**src/rtl/gp22_pkg.sv**
```systemverilog
// Shared definitions for the GP22 TDC serial-interface emulator: FSM state
// encodings, opcode constants and frame lengths.
package gp22_pkg;

    localparam logic [2:0] ST_IDLE = 3'd0;
    localparam logic [2:0] ST_OPC  = 3'd1;
    localparam logic [2:0] ST_WR   = 3'd2;
    localparam logic [2:0] ST_RD   = 3'd3;
    localparam logic [2:0] ST_IGN  = 3'd4;

    localparam logic [7:0] OPC_WR            = 8'h80;
    localparam logic [7:0] OPC_RD            = 8'hB0;
    localparam logic [7:0] OPC_POR           = 8'h50;
    localparam logic [7:0] OPC_INIT          = 8'h70;
    localparam logic [7:0] OPC_START_TOF     = 8'h01;
    localparam logic [7:0] OPC_START_TEMP    = 8'h02;
    localparam logic [7:0] OPC_START_CAL_RES = 8'h03;
    localparam logic [7:0] OPC_START_CAL_TDC = 8'h04;

    localparam int unsigned OPC_BITS  = 8;
    localparam int unsigned DATA_BITS = 32;

    function automatic logic is_cmd(input logic [7:0] opc);
        return (opc == OPC_POR) || (opc == OPC_INIT) || (opc == OPC_START_TOF) ||
               (opc == OPC_START_TEMP) || (opc == OPC_START_CAL_RES) ||
               (opc == OPC_START_CAL_TDC);
    endfunction

endpackage

```
**src/rtl/gp22_spi_sync.sv**
```systemverilog
// Synchroniser for SCK/SSN/SI with SCK-fall and SSN-rise edge detection.
module gp22_spi_sync #(
    parameter int unsigned SYNC_STAGES = 2
) (
    input  logic clk,
    input  logic rst_n,
    input  logic sck_i,
    input  logic ssn_i,
    input  logic si_i,
    output logic ssn_o,
    output logic si_o,
    output logic sck_fall_o,
    output logic ssn_rise_o
);

    logic [SYNC_STAGES-1:0] sck_q, ssn_q, si_q;
    logic                   sck_prev_q, ssn_prev_q;

    always_ff @(posedge clk or negedge rst_n) begin
        if (!rst_n) begin
            sck_q      <= '0;
            ssn_q      <= '1;
            si_q       <= '0;
            sck_prev_q <= 1'b0;
            ssn_prev_q <= 1'b1;
        end else begin
            sck_q      <= {sck_q[SYNC_STAGES-2:0], sck_i};
            ssn_q      <= {ssn_q[SYNC_STAGES-2:0], ssn_i};
            si_q       <= {si_q[SYNC_STAGES-2:0], si_i};
            sck_prev_q <= sck_q[SYNC_STAGES-1];
            ssn_prev_q <= ssn_q[SYNC_STAGES-1];
        end
    end

    assign ssn_o      = ssn_q[SYNC_STAGES-1];
    assign si_o       = si_q[SYNC_STAGES-1];
    assign sck_fall_o = sck_prev_q & ~sck_q[SYNC_STAGES-1];
    assign ssn_rise_o = ~ssn_prev_q & ssn_q[SYNC_STAGES-1];

endmodule

```
**src/rtl/gp22_spi_slave.sv**
```systemverilog
// GP22 TDC SPI target: config register bank, result/status reads, command pulses.
// Define GP22_SLV_RDBACK_EN to make read address 5 return register 1 bits 31:24.
module gp22_spi_slave
    import gp22_pkg::*;
#(
    parameter int unsigned SYNC_STAGES = 2,
    parameter int unsigned CFG_REGS    = 8
) (
    input  logic         clk,
    input  logic         rst_n,
    input  logic         SPI_SCK,
    input  logic         SPI_SSN,
    input  logic         SPI_SI,
    output logic         SPI_SO,
    input  logic [127:0] i_result,
    input  logic [15:0]  i_status,
    output logic [255:0] o_cfg,
    output logic         o_cfg_wr,
    output logic [2:0]   o_cfg_addr,
    output logic         o_cmd_pulse,
    output logic [7:0]   o_cmd_code
);

    localparam logic [1:0] FLUSH_CNT = 2'(SYNC_STAGES);
    localparam logic [4:0] OPC_LAST  = 5'(OPC_BITS - 1);
    localparam logic [4:0] DATA_LAST = 5'(DATA_BITS - 1);

    logic ssn_s, si_s, sck_fall, ssn_rise;

    gp22_spi_sync #(
        .SYNC_STAGES(SYNC_STAGES)
    ) u_sync (
        .clk       (clk),
        .rst_n     (rst_n),
        .sck_i     (SPI_SCK),
        .ssn_i     (SPI_SSN),
        .si_i      (SPI_SI),
        .ssn_o     (ssn_s),
        .si_o      (si_s),
        .sck_fall_o(sck_fall),
        .ssn_rise_o(ssn_rise)
    );

    logic [2:0]                 state_q, state_d;
    logic [4:0]                 bit_cnt_q, bit_cnt_d;
    logic [30:0]                shreg_q, shreg_d;
    logic [2:0]                 addr_q, addr_d;
    logic                       so_q, so_d;
    logic [CFG_REGS-1:0][31:0]  cfg_q, cfg_d;
    logic                       cfg_wr_q, cfg_wr_d;
    logic [2:0]                 cfg_addr_q, cfg_addr_d;
    logic                       cmd_pulse_q, cmd_pulse_d;
    logic [7:0]                 cmd_code_q, cmd_code_d;
    logic [1:0]                 flush_q, flush_d;
    logic                       armed_q, armed_d;
    logic                       flush_done;

    logic [7:0]  opcode;
    logic [31:0] wr_data;
    logic [31:0] rd_word;

    assign opcode  = {shreg_q[6:0], si_s};
    assign wr_data = {shreg_q[30:0], si_s};

    // A frame may only start once SSN has been seen high after reset, so a
    // reset released mid-frame does not pick up the tail of that frame.
    assign flush_done = (flush_q == FLUSH_CNT);
    assign flush_d    = flush_done ? flush_q : flush_q + 2'd1;
    assign armed_d    = armed_q | (flush_done & ssn_s);

    always_comb begin
        rd_word = 32'd0;
        case (opcode[2:0])
            3'd0: rd_word = i_result[31:0];
            3'd1: rd_word = i_result[63:32];
            3'd2: rd_word = i_result[95:64];
            3'd3: rd_word = i_result[127:96];
            3'd4: rd_word = {16'd0, i_status};
`ifdef GP22_SLV_RDBACK_EN
            3'd5: rd_word = {cfg_q[1][31:24], 24'd0};
`else
            3'd5: rd_word = 32'd0;
`endif
            3'd6: rd_word = cfg_q[6];
            3'd7: rd_word = cfg_q[7];
            default: rd_word = 32'd0;
        endcase
    end

    always_comb begin
        state_d     = state_q;
        bit_cnt_d   = bit_cnt_q;
        shreg_d     = shreg_q;
        addr_d      = addr_q;
        so_d        = so_q;
        cfg_d       = cfg_q;
        cfg_wr_d    = 1'b0;
        cfg_addr_d  = cfg_addr_q;
        cmd_pulse_d = 1'b0;
        cmd_code_d  = cmd_code_q;

        case (state_q)
            ST_IDLE: begin
                so_d = 1'b0;
                if (armed_q && !ssn_s) begin
                    state_d   = ST_OPC;
                    bit_cnt_d = 5'd0;
                end
            end
            ST_OPC: begin
                if (sck_fall) begin
                    shreg_d   = {shreg_q[29:0], si_s};
                    bit_cnt_d = bit_cnt_q + 5'd1;
                    if (bit_cnt_q == OPC_LAST) begin
                        bit_cnt_d = 5'd0;
                        addr_d    = opcode[2:0];
                        if (opcode[7:3] == OPC_WR[7:3]) begin
                            state_d = ST_WR;
                        end else if (opcode[7:3] == OPC_RD[7:3]) begin
                            so_d    = rd_word[31];
                            shreg_d = rd_word[30:0];
                            state_d = ST_RD;
                        end else if (is_cmd(opcode)) begin
                            cmd_pulse_d = 1'b1;
                            cmd_code_d  = opcode;
                            if (opcode == OPC_POR) begin
                                cfg_d = '0;
                            end
                            state_d = ST_IGN;
                        end else begin
                            state_d = ST_IGN;
                        end
                    end
                end
            end
            ST_WR: begin
                if (sck_fall) begin
                    shreg_d   = wr_data[30:0];
                    bit_cnt_d = bit_cnt_q + 5'd1;
                    if (bit_cnt_q == DATA_LAST) begin
                        cfg_d[addr_q] = wr_data;
                        cfg_wr_d      = 1'b1;
                        cfg_addr_d    = addr_q;
                        state_d       = ST_IGN;
                    end
                end
            end
            ST_RD: begin
                if (sck_fall) begin
                    if (bit_cnt_q == DATA_LAST) begin
                        so_d    = 1'b0;
                        state_d = ST_IGN;
                    end else begin
                        so_d      = shreg_q[30];
                        shreg_d   = {shreg_q[29:0], 1'b0};
                        bit_cnt_d = bit_cnt_q + 5'd1;
                    end
                end
            end
            ST_IGN: so_d = 1'b0;
            default: begin
                so_d    = 1'b0;
                state_d = ST_IDLE;
            end
        endcase

        // End of frame wins over state, but any commit above still lands.
        if (ssn_rise) begin
            state_d = ST_IDLE;
            so_d    = 1'b0;
        end
    end

    always_ff @(posedge clk or negedge rst_n) begin
        if (!rst_n) begin
            state_q     <= ST_IDLE;
            bit_cnt_q   <= 5'd0;
            shreg_q     <= '0;
            addr_q      <= 3'd0;
            so_q        <= 1'b0;
            cfg_q       <= '0;
            cfg_wr_q    <= 1'b0;
            cfg_addr_q  <= 3'd0;
            cmd_pulse_q <= 1'b0;
            cmd_code_q  <= 8'd0;
            flush_q     <= 2'd0;
            armed_q     <= 1'b0;
        end else begin
            state_q     <= state_d;
            bit_cnt_q   <= bit_cnt_d;
            shreg_q     <= shreg_d;
            addr_q      <= addr_d;
            so_q        <= so_d;
            cfg_q       <= cfg_d;
            cfg_wr_q    <= cfg_wr_d;
            cfg_addr_q  <= cfg_addr_d;
            cmd_pulse_q <= cmd_pulse_d;
            cmd_code_q  <= cmd_code_d;
            flush_q     <= flush_d;
            armed_q     <= armed_d;
        end
    end

    assign SPI_SO      = so_q;
    assign o_cfg       = cfg_q;
    assign o_cfg_wr    = cfg_wr_q;
    assign o_cfg_addr  = cfg_addr_q;
    assign o_cmd_pulse = cmd_pulse_q;
    assign o_cmd_code  = cmd_code_q;

endmodule
```
**config.mk**
```make
export PLATFORM = sky130hd
export DESIGN_NAME = gp22_spi_slave
export DESIGN_NICKNAME = d
export VERILOG_FILES = /design/src/rtl/gp22_pkg.sv /design/src/rtl/gp22_spi_sync.sv /design/src/rtl/gp22_spi_slave.sv
export SDC_FILE = /design/constraint.sdc
export NUM_CORES = 1
export LEC_CHECK = 0
export ABC_CLOCK_PERIOD_IN_PS = 6400
export CORE_ASPECT_RATIO = 0.8
export CORE_MARGIN = 1
export CORE_UTILIZATION = 51
export DETAILED_ROUTE_END_ITERATION = 10
export PLACE_DENSITY = 0.92
export SETUP_SLACK_MARGIN = 0.5
export SLEW_MARGIN = 20
export SYNTH_ARGS = -nofsm -noshare
export SYNTH_HDL_FRONTEND = slang
export SYNTH_HIERARCHICAL = 1
export SYNTH_SLANG_ARGS = --single-unit
export TNS_END_PERCENT = 100
```
**constraint.sdc**
```tcl
create_clock -name clk -period 6.4 [get_ports clk]
set_input_delay 1.28 -clock clk [delete_from_list [all_inputs] [get_ports clk]]
set_output_delay 1.28 -clock clk [all_outputs]
set_load 0.1 [all_outputs]
```
==> impl_metrics.toml <==
[run_status]
status = "finished clean"

[global_routing]
grt.busiest_layer = "met2"
grtUsageMet1_pct = 47.3
grt_pass1_wl_um = 77700
grt_remaining_overflow = 0
pin_count_of_the_biggest_net_entering_global_routing = 133
number_of_antenna_violations_at_the_first_check_in_global_routing = 3
via_count_of_the_first_global_routing_pass = 12324
global_route.usage.met2_pct = 58.5
groute.usage.overall_pct = 37.3
global_route.usage.met3_pct = 11.8

[logic_synthesis]
post_synth_inst_count = 1117
syn_area_per_cell_um2 = 12.5
mappedNetlistNets = 1269
synth_seq_area_share_pct = 57.9
postSynth.asyncResetShare_pct = 100
yosysWarnings = 6
synthesis.area_um2 = 14000
synth_edf_count = 0
yosysUniqueCellTypes = 64
synth_flop_cell = "sky130_fd_sc_hd__dfrtp_1"
synth.ff_latch_count = 323

[routing]
detailedRoute.firstIterationViolations = 1310
postRouteWirelength_um = 52700
via_count = 12119
drc = 0
vias_per_cell = 6.57
postRouteAntennaNets = 0
avgRoutedWirePerCell_um = 28.6
drt_first_pass_iters = 5

[placed_design]
port-buffer-count = 418
dp.final_hpwl_um = 33700
globalplace.congestion = 0.917
dp.cells = 1780
post-place-ws_ps = 2530
postPlaceCellArea_um2 = 18100

[critical_path]
worst_reg2reg_setup_slack_ps = 2710
worst_setup_path_start_kind = "flip-flop"
regToRegStartpoint = "state_q[1]"
worst_flop_to_flop_path_endpoint = "o_cfg[86]"
critical_path_required_ps = 6840
worstPathArrival_ps = 4130
setup.worst_path.start = "state_q[1]"
end_kind = "flip-flop"
cp_class = "flip-flop to flip-flop"
worstRegToRegCells = 7
critical_path.max_fanout = 20

[floorplanning]
die-height_um = 150
die_width_um = 187
boundary_pins = 419
die_area_um2 = 28000
placement_rows = 53
fp.coreArea_um2 = 26600
initial_utilization_pct = 52.5

[sta]
rsz0062_at_grt = "false"
final-hold-violation-count = 0
max_clock_freq_mhz = 271
final-setup-viol-count = 0
period_share_pct = 57.7
final_worst_setup_slack_ps = 2710
timing.final.crit_period_ps = 3690
slew_viol_final = 0
fin_tns_setup_ps = 0
timing.hold.ws_ps = 348
fin_skew_ps = 20.9
max_slew_margin_pct = 21.7
tightestPinTransition_ps = 1170

[cells_and_area]
final_layout_size_suffix_gt1_share_pct = 9.16
most-common-layout-cells = "sky130_fd_sc_hd__clkdlybuf4s50_1 (417), sky130_fd_sc_hd__dfrtp_1 (317), sky130_fd_sc_hd__a22o_1 (260)"
fillers = 1723
syn2layout_area_growth_pct = 38.4
register_area_um2 = 8090
fin_nets = 1611
final-instance-count-excl-fill = 1845
final_design_area_excluding_fillers_um2 = 19300
layout_commonest_cell = "sky130_fd_sc_hd__clkdlybuf4s50_1"
multiInputGateArea_um2 = 5240

[min_path]
worstHoldStart = "u_sync/sck_q[0]"
timing.hold.worst.class = "flip-flop to flip-flop"
min_to = "u_sync/sck_q[1]"
timing.hold.worst_path_depth = 0

[cts]
cts.reportedPaths.clkPinSlew_ps = 60
tritoncts = "yes"
cts.root.buffer_cell = "sky130_fd_sc_hd__clkbuf_16"
cts_buffers = 34
cts_hold_buf = 0
postCtsSetupBuffers = 0
cts-resized-gates = 0
cts_max_path_buffers = 3
cts_max_level = 2
number_of_clock_sinks = 323
clk-insertion-delay-late_ps = 510

[power]
power.static_leakage_nw = 8.37
power_per_cell_area_nw_per_um2 = 300
power.ir.vdd_worst_v = 0.000186

[run]
cap_viol_max_count = 0
## cell families after synthesis
kind of cell             Yosys count  share of synthesized area (%)
AO/OA/AOI/OAI                    462                           26.2
XOR/XNOR                           2                          0.125
adder cells (fa/ha/maj)            3                          0.269
buffers and inverters            138                           5.08
flip-flops                       323                           57.9
multiplexers                      55                           5.02
AND/OR/NAND/NOR                  134                           5.42
## power breakdown
part           leakage [nW]  switching, W  total [W]  internal [W]
Combinational          3.35      0.000634    0.00108      0.000450
Clock                 0.582      0.000808    0.00209       0.00128
Sequential             4.44      0.000489    0.00263       0.00214
## per-stage QoR
| stage | total power (W) | util, % |
|---|---|---|
| floorplan | 0.00316 | - |
| global placement | 0.00367 | 68.1 |
| detailed placement | 0.00370 | 68.1 |
| CTS | 0.00577 | 72.6 |
| global route | 0.00598 | 72.6 |
| finish | 0.00580 | 72.7 |
## synthesized netlist by cell type, types with 5 or more instances
cell                        count  share of area, %
sky130_fd_sc_hd__mux2_2        20               1.6
sky130_fd_sc_hd__nand2b_1       6              0.27
sky130_fd_sc_hd__a221oi_1      13              0.82
sky130_fd_sc_hd__o21ai_0       80               2.9
sky130_fd_sc_hd__a22o_1       260                16
sky130_fd_sc_hd__buf_6         25               2.0
sky130_fd_sc_hd__clkbuf_1      71               1.9
sky130_fd_sc_hd__nor2_1        36              0.97
sky130_fd_sc_hd__o2bb2ai_1     14              0.88
sky130_fd_sc_hd__nand3_1        8              0.29
sky130_fd_sc_hd__a21oi_1       11              0.39
sky130_fd_sc_hd__mux4_2        10               1.6
sky130_fd_sc_hd__a21boi_0      13              0.70
sky130_fd_sc_hd__a221o_1        5              0.36
sky130_fd_sc_hd__nor3_1        12              0.43
sky130_fd_sc_hd__a2bb2oi_1     11              0.69
sky130_fd_sc_hd__nand3b_1       5              0.27
sky130_fd_sc_hd__buf_1         26              0.70
sky130_fd_sc_hd__a22oi_1       22               1.2
sky130_fd_sc_hd__mux2i_1       25               1.8
sky130_fd_sc_hd__nor2b_1        5              0.22
sky130_fd_sc_hd__dfrtp_1      320                57
sky130_fd_sc_hd__nand2_4        8              0.65
sky130_fd_sc_hd__inv_1         12              0.32
sky130_fd_sc_hd__nand2_1       30              0.81
## worst max-delay path by stage
stage	end	slack (ps)	depth (start not counted)
after detailed placement	o_cfg[86]	2530	7
after floorplan	o_cfg[196]	4010	7
final	o_cfg[86]	2710	7
after global routing	o_cfg[88]	2460	7
after CTS	o_cfg[86]	2470	7
after global placement	o_cfg[89]	2770	7
## worst max-delay path, cell delays in order (launching register included)
cell                      delay [ps]
sky130_fd_sc_hd__dfrtp_1         570
sky130_fd_sc_hd__nor3b_1         830
sky130_fd_sc_hd__nand3_1         500
sky130_fd_sc_hd__inv_1           180
sky130_fd_sc_hd__nand2_1         270
sky130_fd_sc_hd__nor3_4          670
sky130_fd_sc_hd__buf_4           410
sky130_fd_sc_hd__a22o_1          190
## layer usage
| metal | share of wire [%] | routed length [um] |
|---|---|---|
| met1 | 37 | 19700 |
| met2 | 47 | 24500 |
| met3 | 12 | 6180 |
| met4 | 4.3 | 2280 |
| met5 | 0 | 0 |
## sequential cells by signal (all words and copies together) (netlist names)
register / flops
armed_q: 1
flush_q: 2
bit_cnt_q: 5
o_cmd_code: 8
state_q: 3
u_sync/ssn_prev_q: 1
u_sync/si_q: 2
shreg_q: 31
o_cmd_pulse: 1
o_cfg: 256
SPI_SO: 1
o_cfg_wr: 1
o_cfg_addr: 3
addr_q: 3
u_sync/sck_prev_q: 1
u_sync/ssn_q: 2
u_sync/sck_q: 2
## layout make-up
| class | count | area share, % |
|---|---|---|
| Sequential cell | 323 | 41.9 |
| Multi-Input combinational cell | 656 | 27.1 |
| Timing Repair Buffer | 431 | 22.3 |
| Clock buffer | 53 | 5.36 |
| Tap cell | 357 | 2.31 |
| Clock inverter | 9 | 0.771 |
| Inverter | 13 | 0.253 |
| Antenna cell | 3 | 0.0389 |
Note: power is estimated with default switching activity, not from simulation.
